### src/rtl/gin_feeder_if.sv
// GIN output channel of gin_feeder: valid/ready handshake with payload and X/Y tags.
interface gin_feeder_if #(
  parameter int unsigned DATA_BITS = 32,
  parameter int unsigned XID_BITS  = 5,
  parameter int unsigned YID_BITS  = 4
) ();
  logic                 GIN_valid;
  logic                 GIN_ready;
  logic [DATA_BITS-1:0] GIN_data;
  logic [XID_BITS-1:0]  tag_X;
  logic [YID_BITS-1:0]  tag_Y;

  modport master (
    output GIN_valid,
    input  GIN_ready,
    output GIN_data,
    output tag_X,
    output tag_Y
  );

  modport slave (
    input  GIN_valid,
    output GIN_ready,
    input  GIN_data,
    input  tag_X,
    input  tag_Y
  );
endinterface

### src/rtl/gin_feeder.sv
// Streams a run of buffer-SRAM words onto the GIN with X/Y tags through a 2-entry FIFO.
// Optional stall counter output enabled by defining GIN_FEEDER_PERF_EN.
module gin_feeder #(
  parameter int unsigned DATA_BITS = 32,
  parameter int unsigned ADDR_BITS = 12,
  parameter int unsigned XID_BITS  = 5,
  parameter int unsigned YID_BITS  = 4,
  parameter int unsigned LEN_BITS  = 12
) (
  input  logic                 clk,
  input  logic                 rst,
  input  logic                 start,
  input  logic [ADDR_BITS-1:0] base_addr,
  input  logic [LEN_BITS-1:0]  length,
  input  logic [LEN_BITS-1:0]  row_len,
  input  logic [XID_BITS-1:0]  tag_x0,
  input  logic [YID_BITS-1:0]  tag_y0,
  output logic                 busy,
  output logic                 done,
  output logic                 sram_en,
  output logic [ADDR_BITS-1:0] sram_addr,
  input  logic [DATA_BITS-1:0] sram_rdata,
  gin_feeder_if.master         gin
`ifdef GIN_FEEDER_PERF_EN
  ,
  output logic [31:0]          stall_cnt
`endif
);

  typedef enum logic [1:0] {StIdle, StRun, StDrain} state_e;

  state_e               state_q;
  logic [ADDR_BITS-1:0] addr_q;
  logic [LEN_BITS-1:0]  len_q, row_len_q, issue_cnt_q, accept_cnt_q, row_cnt_q;
  logic [XID_BITS-1:0]  x0_q, x_q, x_pend_q;
  logic [YID_BITS-1:0]  y_q, y_pend_q;
  logic                 rd_pend_q, done_zero_q;
  logic                 wr_ptr_q, rd_ptr_q;
  logic [1:0]           count_q;

  logic [DATA_BITS-1:0] mem_data [2];
  logic [XID_BITS-1:0]  mem_x [2];
  logic [YID_BITS-1:0]  mem_y [2];

  logic       valid, push, pop, last_accept, row_last;
  logic [2:0] occ_next;

  assign valid       = (count_q != 2'd0);
  assign push        = rd_pend_q;
  assign pop         = valid & gin.GIN_ready;
  assign row_last    = (row_cnt_q == row_len_q - LEN_BITS'(1));
  assign last_accept = (state_q == StDrain) && pop && (accept_cnt_q == len_q - LEN_BITS'(1));

  // Occupancy after this cycle's pop plus the read in flight; a same-cycle pop frees a
  // slot so back-to-back reads sustain one word per cycle without overflowing the FIFO.
  assign occ_next = {1'b0, count_q} - {2'b00, pop} + {2'b00, rd_pend_q};

  assign sram_en   = (state_q == StRun) && (occ_next < 3'd2);
  assign sram_addr = addr_q;
  assign busy      = (state_q != StIdle);
  assign done      = done_zero_q | last_accept;

  assign gin.GIN_valid = valid;
  assign gin.GIN_data  = valid ? mem_data[rd_ptr_q] : '0;
  assign gin.tag_X     = valid ? mem_x[rd_ptr_q]    : '0;
  assign gin.tag_Y     = valid ? mem_y[rd_ptr_q]    : '0;

  always_ff @(posedge clk or posedge rst) begin
    if (rst) begin
      state_q      <= StIdle;
      addr_q       <= '0;
      len_q        <= '0;
      row_len_q    <= '0;
      issue_cnt_q  <= '0;
      accept_cnt_q <= '0;
      row_cnt_q    <= '0;
      x0_q         <= '0;
      x_q          <= '0;
      y_q          <= '0;
      x_pend_q     <= '0;
      y_pend_q     <= '0;
      rd_pend_q    <= 1'b0;
      done_zero_q  <= 1'b0;
      wr_ptr_q     <= 1'b0;
      rd_ptr_q     <= 1'b0;
      count_q      <= 2'd0;
    end else begin
      done_zero_q <= 1'b0;
      rd_pend_q   <= sram_en;
      case (state_q)
        StIdle: begin
          if (start) begin
            addr_q       <= base_addr;
            len_q        <= length;
            row_len_q    <= (row_len == '0) ? LEN_BITS'(1) : row_len;
            x0_q         <= tag_x0;
            x_q          <= tag_x0;
            y_q          <= tag_y0;
            issue_cnt_q  <= '0;
            accept_cnt_q <= '0;
            row_cnt_q    <= '0;
            if (length != '0) state_q <= StRun;
            else              done_zero_q <= 1'b1;
          end
        end
        StRun: begin
          if (sram_en) begin
            addr_q      <= addr_q + ADDR_BITS'(1);
            issue_cnt_q <= issue_cnt_q + LEN_BITS'(1);
            x_pend_q    <= x_q;
            y_pend_q    <= y_q;
            if (row_last) begin
              row_cnt_q <= '0;
              x_q       <= x0_q;
              y_q       <= y_q + YID_BITS'(1);
            end else begin
              row_cnt_q <= row_cnt_q + LEN_BITS'(1);
              x_q       <= x_q + XID_BITS'(1);
            end
            if (issue_cnt_q == len_q - LEN_BITS'(1)) state_q <= StDrain;
          end
        end
        StDrain: begin
          if (last_accept) state_q <= StIdle;
        end
        default: state_q <= StIdle;
      endcase
      if (push) wr_ptr_q <= ~wr_ptr_q;
      if (pop) begin
        rd_ptr_q     <= ~rd_ptr_q;
        accept_cnt_q <= accept_cnt_q + LEN_BITS'(1);
      end
      count_q <= count_q + {1'b0, push} - {1'b0, pop};
    end
  end

  // Storage needs no reset: outputs are masked while the FIFO is empty.
  always_ff @(posedge clk) begin
    if (push) begin
      mem_data[wr_ptr_q] <= sram_rdata;
      mem_x[wr_ptr_q]    <= x_pend_q;
      mem_y[wr_ptr_q]    <= y_pend_q;
    end
  end

`ifdef GIN_FEEDER_PERF_EN
  always_ff @(posedge clk or posedge rst) begin
    if (rst) begin
      stall_cnt <= '0;
    end else if ((state_q == StIdle) && start) begin
      stall_cnt <= '0;
    end else if (valid && !gin.GIN_ready && (stall_cnt != '1)) begin
      stall_cnt <= stall_cnt + 32'd1;
    end
  end
`endif

endmodule

### src/flat_wrapper.sv
// flat-port wrapper written by rule: the top's interface ports become plain ports
module gin_feeder_flat 
#(
  parameter int unsigned DATA_BITS = 32,
  parameter int unsigned ADDR_BITS = 12,
  parameter int unsigned XID_BITS  = 5,
  parameter int unsigned YID_BITS  = 4,
  parameter int unsigned LEN_BITS  = 12
)
  (clk, rst, start, base_addr, length, row_len, tag_x0, tag_y0, busy, done, sram_en, sram_addr, sram_rdata, gin_GIN_valid, gin_GIN_ready, gin_GIN_data, gin_tag_X, gin_tag_Y);
  gin_feeder_if #(.DATA_BITS(DATA_BITS), .XID_BITS(XID_BITS), .YID_BITS(YID_BITS)) gin_i ();
  input  logic clk;
  input  logic rst;
  input  logic start;
  input  logic [ADDR_BITS-1:0] base_addr;
  input  logic [LEN_BITS-1:0] length;
  input  logic [LEN_BITS-1:0] row_len;
  input  logic [XID_BITS-1:0] tag_x0;
  input  logic [YID_BITS-1:0] tag_y0;
  output logic busy;
  output logic done;
  output logic sram_en;
  output logic [ADDR_BITS-1:0] sram_addr;
  input  logic [DATA_BITS-1:0] sram_rdata;
  output wire logic [$bits(gin_i.GIN_valid)-1:0] gin_GIN_valid;
  input wire logic [$bits(gin_i.GIN_ready)-1:0] gin_GIN_ready;
  output wire logic [$bits(gin_i.GIN_data)-1:0] gin_GIN_data;
  output wire logic [$bits(gin_i.tag_X)-1:0] gin_tag_X;
  output wire logic [$bits(gin_i.tag_Y)-1:0] gin_tag_Y;
  assign gin_GIN_valid = gin_i.GIN_valid;
  assign gin_i.GIN_ready = gin_GIN_ready;
  assign gin_GIN_data = gin_i.GIN_data;
  assign gin_tag_X = gin_i.tag_X;
  assign gin_tag_Y = gin_i.tag_Y;
  gin_feeder #(.DATA_BITS(DATA_BITS), .ADDR_BITS(ADDR_BITS), .XID_BITS(XID_BITS), .YID_BITS(YID_BITS), .LEN_BITS(LEN_BITS)) u_core (.clk(clk), .rst(rst), .start(start), .base_addr(base_addr), .length(length), .row_len(row_len), .tag_x0(tag_x0), .tag_y0(tag_y0), .busy(busy), .done(done), .sram_en(sram_en), .sram_addr(sram_addr), .sram_rdata(sram_rdata), .gin(gin_i));
endmodule
### config.mk
export PLATFORM = sky130hd
export DESIGN_NAME = gin_feeder_flat
export DESIGN_NICKNAME = d
export VERILOG_FILES = /design/src/rtl/gin_feeder_if.sv /design/src/rtl/gin_feeder.sv /design/src/flat_wrapper.sv
export SDC_FILE = /design/constraint.sdc
export NUM_CORES = 1
export LEC_CHECK = 0
export ABC_AREA = 0
export CAP_MARGIN = 20
export CORE_MARGIN = 4
export CORE_UTILIZATION = 54
export DETAILED_ROUTE_END_ITERATION = 10
export PLACE_DENSITY = 0.77
export SYNTH_ARGS = -nofsm -noshare
export SYNTH_HDL_FRONTEND = slang
export SYNTH_SLANG_ARGS = --single-unit
### constraint.sdc
create_clock -name clk -period 9.9 [get_ports clk]
set_input_delay 1.98 -clock clk [delete_from_list [all_inputs] [get_ports clk]]
set_output_delay 1.98 -clock clk [all_outputs]
set_load 0.05 [all_outputs]
After elaboration in Yosys (flattened, before gate mapping)
Memory sizes are Yosys's and may differ from the RTL's. Index checks and enable logic that the tools add are counted.

Memories: 3. Memory bits (writable): 82. Output and inout bits: 57. Bits of input ports: 81. Bits in registers: 103. Word-level logic and storage cells: 99. ROM bits: 0. Bits in latches: 0.

Muxes and demuxes: 34. Eq/ne operators: 11. Bitwise gates (word level): 4. Add/subtract/negate cells: 12. Magnitude comparators: 1. Reduce and logical (&&, ||, !) cells: 17. Divide/modulo/power cells: 0. Multipliers: 0. Shift operators: 0.

Memories: u_core.mem_data (depth 2, bits a word 32, rd ports 1, clocked after memory_dff 0, wr ports 1, line gin_feeder.sv:41) `logic [DATA_BITS-1:0] mem_data [2];`; u_core.mem_x (depth 2, bits a word 5, rd ports 1, clocked after memory_dff 0, wr ports 1, line gin_feeder.sv:42) `logic [XID_BITS-1:0] mem_x [2];`; u_core.mem_y (depth 2, bits a word 4, rd ports 1, clocked after memory_dff 0, wr ports 1, line gin_feeder.sv:43) `logic [YID_BITS-1:0] mem_y [2];`.

Operators with widths (number): 12-bit 2-to-1 mux (9); 12-bit one-hot mux with 2 select lines (3); 12-bit by 1-bit adder with 12-bit output, second input constant (4); 12-bit equality test (3); 32-bit 2-to-1 mux (1); 12-bit by 1-bit subtractor with 12-bit output, second input constant (2); 5-bit 2-to-1 mux (4); 4-bit 2-to-1 mux (4); 12-bit zero test (1); 12-bit nonzero test (1); 2-bit 2-to-1 mux (5); 5-bit one-hot mux with 2 select lines (1); 2-bit nonzero test (5); 2-bit by 1-bit != test with 1-bit output, second input constant (4); 4-bit one-hot mux with 2 select lines (1); 2-bit one-hot mux with 3 select lines (1); 2-bit AND reduction (3); 5-bit by 1-bit adder with 5-bit output, second input constant (1); 1-bit 2-to-1 mux (5); 5-bit AND reduction (1); 4-bit by 1-bit adder with 4-bit output, second input constant (1); 2-bit != test, second input constant (2); 4-bit AND reduction (1); 3-bit by 1-bit adder with 3-bit output (1); 12 further kinds (15).

Longest topological paths before layout
Gate-level depths: netlist of the first run.

Depth in word-level cells: 8. Mapped depth: 19. Gate-level depth less buffers: 17.

Least setup slack after synthesis of the first run
Ideal clock, no wire load.

Kind: input port to output port. From: input port gin_GIN_ready. To: output port sram_en. Setup slack: 3.532 ns. Cell stages on the path: 11. Required time: 7.920 ns. Arrival: 4.388 ns. Buffers on the path: 2. Cell sequence: nand2_1 -> inv_2 -> ha_1 -> inv_1 -> ha_1 -> fa_1 -> nand2b_1 -> or2_2 -> clkbuf_1 -> inv_2 -> clkbuf_1.

Longest elaborated chain between the ends: 5.

RTL lines: start, declared (line flat_wrapper.sv:26) `input wire logic [$bits(gin_i.GIN_ready)-1:0] gin_GIN_ready;`; 1-bit AND (line gin_feeder.sv:50) `assign pop = valid & gin.GIN_ready;`; named net u_core.pop (line gin_feeder.sv:45) `logic valid, push, pop, last_accept, row_last;`; 2-bit by 1-bit subtractor with 3-bit output (line gin_feeder.sv:56) `assign occ_next = {1'b0, count_q} - {2'b00, pop} + {2'b00, rd_pend_q};`; 3-bit by 1-bit adder with 3-bit output (line gin_feeder.sv:56); named net u_core.occ_next[1] (line gin_feeder.sv:46) `logic [2:0] occ_next;`; 3-bit by 2-bit less-than comparator with 1-bit output (line gin_feeder.sv:58) `assign sram_en = (state_q == StRun) && (occ_next < 3'd2);`; 1-bit logical AND (line gin_feeder.sv:58); end, declared (line flat_wrapper.sv:22) `output logic sram_en;`.

The timed path passes the listed nets, and every way through them passes these cells.

Worst setup path after layout of the first run
From: input port gin_GIN_ready. To: output port sram_en.

Longest elaborated chain between the ends: 5.

RTL lines (line): 1-bit AND (gin_feeder.sv:50); named net u_core.pop (gin_feeder.sv:45); 2-bit by 1-bit subtractor with 3-bit output (gin_feeder.sv:56); 3-bit by 1-bit adder with 3-bit output (gin_feeder.sv:56); 3-bit by 2-bit less-than comparator with 1-bit output (gin_feeder.sv:58); 1-bit logical AND (gin_feeder.sv:58).

The timed path passes the listed nets, and every way through them passes these cells.

==> results.md, run 1 <==
- Largest net degree at the start of global routing: 58
- Post-DP HPWL: 13.1 mm
- CP Data Arrival Time: 5.73 ns
- Initial antenna violation count: 0
- XOR/XNOR Fraction of Synth Area: 6.34%
- CTS buffer count: 17
- Pleak: 0.00456 µW
- Number of max-cap violations: 0
- Global-route wire length before repair: 31.3 mm
- WS Path Type: primary input to output pin
- Cts hold-fix bufs: 0
- R2R cell count: 18
- Sequential fraction of the synthesis area: 56.1%
- Post-synthesis cell type count: 61
- Rows: 46
- M1 GR Usage: 29.5%
- WL per Instance: 15.9 µm
- Setup TNS Final: 0 ns
- Skew-Pair Late Insertion Delay: 0.42 ns
- ANT nets after route: 0
- Share of the synthesized area in the top cell type: 28.7%
- EDFF count, synth: 82
- M3 GR Usage: 4.26%
- CTS tree: yes
- Final Hold Vio Count: 0
- Fill count: 1233
- Register area: 5040 µm²
- Vias post-DR: 6721
- DRC Markers: 0
- Root buf cell: clkbuf_16
- Setup Skew: 0.00870 ns
- Top_reg_cell synth: dfrtp_1
- Layout cells sized above 1: 5.46%
- Worst IR Drop VDD: 0.000191 V
- Post-Synthesis Cells: 875
- Routed WL: 19.4 mm
- Vias in the first global route: 6301
- RSZ-0062 raised after global routing: false
- Final Net Count: 1086
- Vias per cell: 5.50
- Pwr dens: 349 nW/µm²
- Antenna cell count: 0
- Gr busiest metal: met2
- Status: finished, final reports clean
- F_max: 0.130 GHz
- Post-Syn Area: 8980 µm²
- Mux share of post-synthesis cell area: 5.35%
- Area of the multi-input gates: 3710 µm²
- Worst setup margin: 2.19 ns
- DRT Pass-1 Iters: 5
- Power Total: 3890 µW
- CTS H-Tree Depth: 4
- Post-synthesis simple-gate area fraction: 20.1%
- Setup violators final: 0
- Worst Max-Slew Pin Slew: 0.980 ns
- Port bufs: 137
- Area delta synth->final: 23.9%
- Chip width: 137 µm
- Clock Path Buffers: 2
- Top post-synthesis cells by area: dfrtp_1, edfxtp_1, nand2_1, mux2i_1, nor2_1
- Period utilization: 77.8%
- Commonest cells in the netlist: nand2_1, dfrtp_1, nor2_1, edfxtp_1, mux2i_1
- Final critical-path required period: 7.71 ns
- Post-CTS sizing: 0
- #FFs+latches synth: 185
- Initial detailed-routing violation count: 450
- WHS Path Cells: 0
- Clk sinks: 185
- Mapped Nets: 967
- Worst setup SP type: primary input
- Largest family of logic cells by synthesized area: simple AND/OR/NAND/NOR gates
- GP Congestion: 0.834
- Crit path capture type: output pin
- Final Cell Area: 11100 µm²
- GRT Total Usage: 20.8%
- Cell with the most instances after synthesis: nand2_1
- CTS clk-pin slew, worst paths: 0.07 ns
- Dpl cell area: 10500 µm²
- Syn Area/Cell: 10.3 µm²
- Synth Area in Adders: 1.73%
- Setup slack at placement: 2.18 ns
- Yosys warnings: 0
- Critical path data required time: 7.92 ns
- Std-Cell Core Area: 16100 µm²
- Met2 Use GR: 32.9%
- Worst min path class: flop to flop
- Post-synth top area cell: dfrtp_1
- Die area: 18800 µm²
- Initial Util: 55.7%
- Grt ovf: 0
- Compound-cell area share of the yosys netlist: 7.55%
- Share of flip-flops with an asynchronous set or reset: 55.7%
- Post-CTS setup buffers: 0
- Slew margin rel.: 34.6%
- Crit Path Max Fanout: 26
- Slew Limit Fails: 0
- # IOs: 138
- Die height: 137 µm
-- where the power goes --
part,internal (µW),leakage [µW],switching [µW],total [µW]
Clock,380,0.000285,297,677
Sequential,1050,0.00203,236,1290
Combinational,688,0.00224,1230,1920
Total,2120,0.00456,1760,3890
-- worst max-delay path, stage by stage --
cell,delay (ns)
clkdlybuf4s50_1,0.40
nand2_1,0.30
inv_2,0.18
ha_1,0.32
inv_1,0.04
ha_1,0.18
fa_1,0.38
xor2_1,0.15
nand2b_1,0.09
or2_2,0.42
inv_2,0.40
clkdlybuf4s50_1,0.89
-- path summary, 6_finish.rpt --
path / from / to / slack (ns)
max in group asynchronous: rst / u_core.sram_addr[10]$_DFFE_PP0P_ / 6.81
worst min-delay path: u_core.x_pend_q[4]$_DFFE_PP0P_ / u_core.mem_x[0][4]$_DFFE_PP_ / 0.47
worst min register to register: u_core.x_pend_q[4]$_DFFE_PP0P_ / u_core.mem_x[0][4]$_DFFE_PP_ / 0.47
worst max register to register: u_core.count_q[1]$_DFF_PP0_ / u_core.row_cnt_q[9]$_DFFE_PP0P_ / 4.71
worst max-delay path: gin_GIN_ready / sram_en / 2.19
min in group asynchronous: rst / u_core.x_pend_q[1]$_DFFE_PP0P_ / 2.04
-- cells by family after synthesis --
logic type	count (synthesis)
and+or+nand+nor	388
adders and majority gates	12
muxes	48
DFF	185
xor gates and xnor gates	65
AOI/OAI and AO/OA	112
buffers and inverters	65
-- final cells by class --
type                    instances  area share (%)
flip-flops and latches        185            45.3
multi-input cells             625            33.3
repair buffers                145            12.9
clock buffers                  19            3.89
well taps                     216            2.43
clock inverters                13            1.46
inverters                      20           0.697
-- sequential cells by signal, summed over array words and instances (netlist names), 10 cells and up --
| signal | flops |
|---|---|
| u_core.mem_data | 64 |
| u_core.accept_cnt_q | 12 |
| u_core.issue_cnt_q | 12 |
| u_core.len_q | 12 |
| u_core.row_cnt_q | 12 |
| u_core.row_len_q | 12 |
| u_core.sram_addr | 12 |
| u_core.mem_x | 10 |
-- layout by cell type, fill, tap and decap left out, types with 3 or more instances in the layout --
cell type	count
or3_1	6
nand2_1	150
clkdlybuf4s50_1	137
nor3b_1	6
and2_1	4
o31ai_1	3
o22ai_1	4
xor2_1	27
a21oi_1	25
a31oi_1	9
a311oi_1	3
xnor2_1	38
clkbuf_16	17
nand2b_1	4
or4_1	5
edfxtp_1	82
nor3_1	16
nor2_1	93
and3_1	20
mux2i_1	48
dfrtp_1	102
ha_1	10
nand4_1	9
o21ai_0	43
inv_1	17
clkinv_4	3
nand3_1	40
o211ai_1	7
nor4_1	15
buf_4	8
-- per-layer routing --
layer,wire (µm),vias to the layer above
met5,0,-
met4,213,0
met3,1360,18
met2,9000,209
met1,8820,3178
li1,-,3316
-- per-stage QoR --
stage / hold slack, ns / util, % / instances
after global placement: 0.453 / 65.3 / 1191
after floorplan: 0.438 / - / 875
final: 0.470 / 69.0 / 1223
after CTS: 0.472 / 69.0 / 1223
after detailed placement: 0.456 / 65.3 / 1191
after global routing: 0.492 / 69.0 / 1223
No activity file was read; power rests on OpenSTA's default activity.
==> inputs of run 2 (changes only) <==
--- a/config.mk
+++ b/config.mk
@@ -8,9 +8,9 @@
 export ABC_AREA = 0
 export CAP_MARGIN = 20
 export CORE_MARGIN = 4
-export CORE_UTILIZATION = 54
+export CORE_UTILIZATION = 49
 export DETAILED_ROUTE_END_ITERATION = 10
-export PLACE_DENSITY = 0.77
+export PLACE_DENSITY = 0.73
 export SYNTH_ARGS = -nofsm -noshare
 export SYNTH_HDL_FRONTEND = slang
 export SYNTH_SLANG_ARGS = --single-unit
==> constraint.sdc (replaced) <==
create_clock -name clk -period 6.8 [get_ports clk]
set_input_delay 1.36 -clock clk [delete_from_list [all_inputs] [get_ports clk]]
set_output_delay 1.36 -clock clk [all_outputs]
set_load 0.05 [all_outputs]
==> results.md, run 2 (same netlist as run 1, synthesis figures left out) <==
- DRT Pass-1 Iters: 5
- Final Net Count: 1090
- Core Util, Final: 62.2%
- DP Cell Count: 1205
- Antenna cell count: 0
- ANT nets after route: 0
- Number of max-cap violations: 0
- # IOs: 138
- Skew-Pair Late Insertion Delay: 0.42 ns
- Area delta synth->final: 24.9%
- Pwr dens: 512 nW/µm²
- Root buf cell: clkbuf_16
- Setup Skew: 0.00786 ns
- Layout cells sized above 1: 5.93%
- Worst IR Drop VDD: 0.000331 V
- WL per Instance: 16.3 µm
- Status: finished, final reports clean
- Largest Register: u_core.mem_data
- Post-CTS sizing: 0
- GRT Total Usage: 19.9%
- Critical path data required time: 5.44 ns
- Hold Worst Slack: 0.466 ns
- Period utilization: 83.9%
- GP Congestion: 0.811
- Vias per cell: 5.51
- WS Path Type: primary input to output pin
- Routed WL: 20.2 mm
- Slew margin rel.: 33.3%
- Clk sinks: 185
- Post-CTS setup buffers: 0
- Die area: 20600 µm²
- Global-route wire length before repair: 33.0 mm
- Max reg flops: 64
- Cts hold-fix bufs: 0
- Chip width: 143 µm
- Vias in the first global route: 6676
- CTS H-Tree Depth: 4
- Dpl cell area: 10600 µm²
- Crit Path Max Fanout: 17
- Setup violators final: 0
- Fin cells: 1240
- Final Cell Area: 11200 µm²
- CTS tree: yes
- Port bufs: 137
- F_max: 0.175 GHz
- Final critical-path required period: 5.71 ns
- Grt ovf: 0
- Worst setup SP type: primary input
- Setup TNS Final: 0 ns
- Most frequent cells in the layout: nand2_1, clkdlybuf4s50_1, dfrtp_1, nor2_1, edfxtp_1
- CP Data Arrival Time: 4.35 ns
- Std-Cell Core Area: 18000 µm²
- Clock Path Buffers: 2
- Slew Limit Fails: 0
- RSZ-0062 raised after global routing: false
- CTS clk-pin slew, worst paths: 0.07 ns
- CTS buffer count: 17
- Initial antenna violation count: 0
- Rows: 49
- Final Hold Vio Count: 0
- Most common cell after layout, fill and taps aside: nand2_1
- Worst Max-Slew Pin Slew: 1.00 ns
- DRC Markers: 0
- R2R Setup Slk: 1.82 ns
- Vias post-DR: 6838
- Initial Util: 49.8%
- Initial detailed-routing violation count: 420
- Post-DP HPWL: 13.6 mm
- Die height: 143 µm
- Largest net degree at the start of global routing: 88
- Pleak: 0.00461 µW
- Crit path capture type: output pin
- Worst min path class: flop to flop
## run 2: cell count changes in the layout (fill, tap and decap cells not counted)
cell | before | now
buf_4 | 8 | 10
buf_8 | 0 | 2
clkinvlp_4 | 2 | 0
buf_16 | 0 | 1
clkbuf_16 | 17 | 18
clkdlybuf4s50_1 | 137 | 136
clkinv_2 | 1 | 0
clkinv_4 | 3 | 4
clkinv_8 | 1 | 0
inv_4 | 1 | 2
inv_8 | 2 | 3
## run 2: layout make-up
| cell class | instances | area [µm²] |
|---|---|---|
| clock buffers | 20 | 458 |
| clock inverters | 12 | 153 |
| fillers | 1527 | 6810 |
| inverters | 20 | 77.6 |
| multi-input cells | 625 | 3710 |
| flip-flops and latches | 185 | 5040 |
| well taps | 229 | 287 |
| repair buffers | 149 | 1490 |
## run 2: routing by layer
layer / global-route usage (%) / up-vias / part of all wire (%) / wire (µm)
met5: 0 / - / 0 / 0
met2: 32.2 / 166 / 48 / 9620
met1: 27.9 / 3322 / 46 / 9350
met3: 3.46 / 14 / 5.0 / 1010
met4: 5.40 / 0 / 0.95 / 191
li1: - / 3336 / - / -
## run 2: worst max-delay path, stage by stage
cell             delay, ns
clkdlybuf4s50_1       0.40
nand2_1               0.30
inv_2                 0.17
ha_1                  0.32
inv_1                 0.04
ha_1                  0.18
fa_1                  0.38
xor2_1                0.15
nand2b_1              0.09
or2_2                 0.44
inv_2                 0.26
buf_4                 0.25
## run 2: where the power goes
part / switching [µW] / internal (µW)
combinational: 1830 / 1040
clock: 438 / 577
sequential: 320 / 1540
## run 2: stage by stage
| stage | power, µW | setup WS, ns |
|---|---|---|
| 5_1_grt | 6110 | 0.890 |
| 3_3_place_gp | 4650 | 1.06 |
| 4_1_cts | 5750 | 1.05 |
| 6_report | 5740 | 1.09 |
| 2_1_floorplan | 3880 | 1.67 |
| 3_5_place_dp | 4720 | 0.863 |
## run 2: worst paths after layout
| kind | cells past startpoint | end | from |
|---|---|---|---|
| setup / recovery | 12 | sram_en | gin_GIN_ready |
| hold / removal | 1 | u_core.rd_ptr_q$_DFFE_PP0P_ | u_core.rd_ptr_q$_DFFE_PP0P_ |
| setup reg to reg | 21 | u_core.row_cnt_q[9]$_DFFE_PP0P_ | u_core.count_q[1]$_DFF_PP0_ |
| hold reg to reg | 1 | u_core.rd_ptr_q$_DFFE_PP0P_ | u_core.rd_ptr_q$_DFFE_PP0P_ |
| max in group asynchronous | 4 | u_core.row_cnt_q[4]$_DFFE_PP0P_ | rst |
| min in group asynchronous | 2 | u_core.accept_cnt_q[4]$_DFFE_PP0P_ | rst |
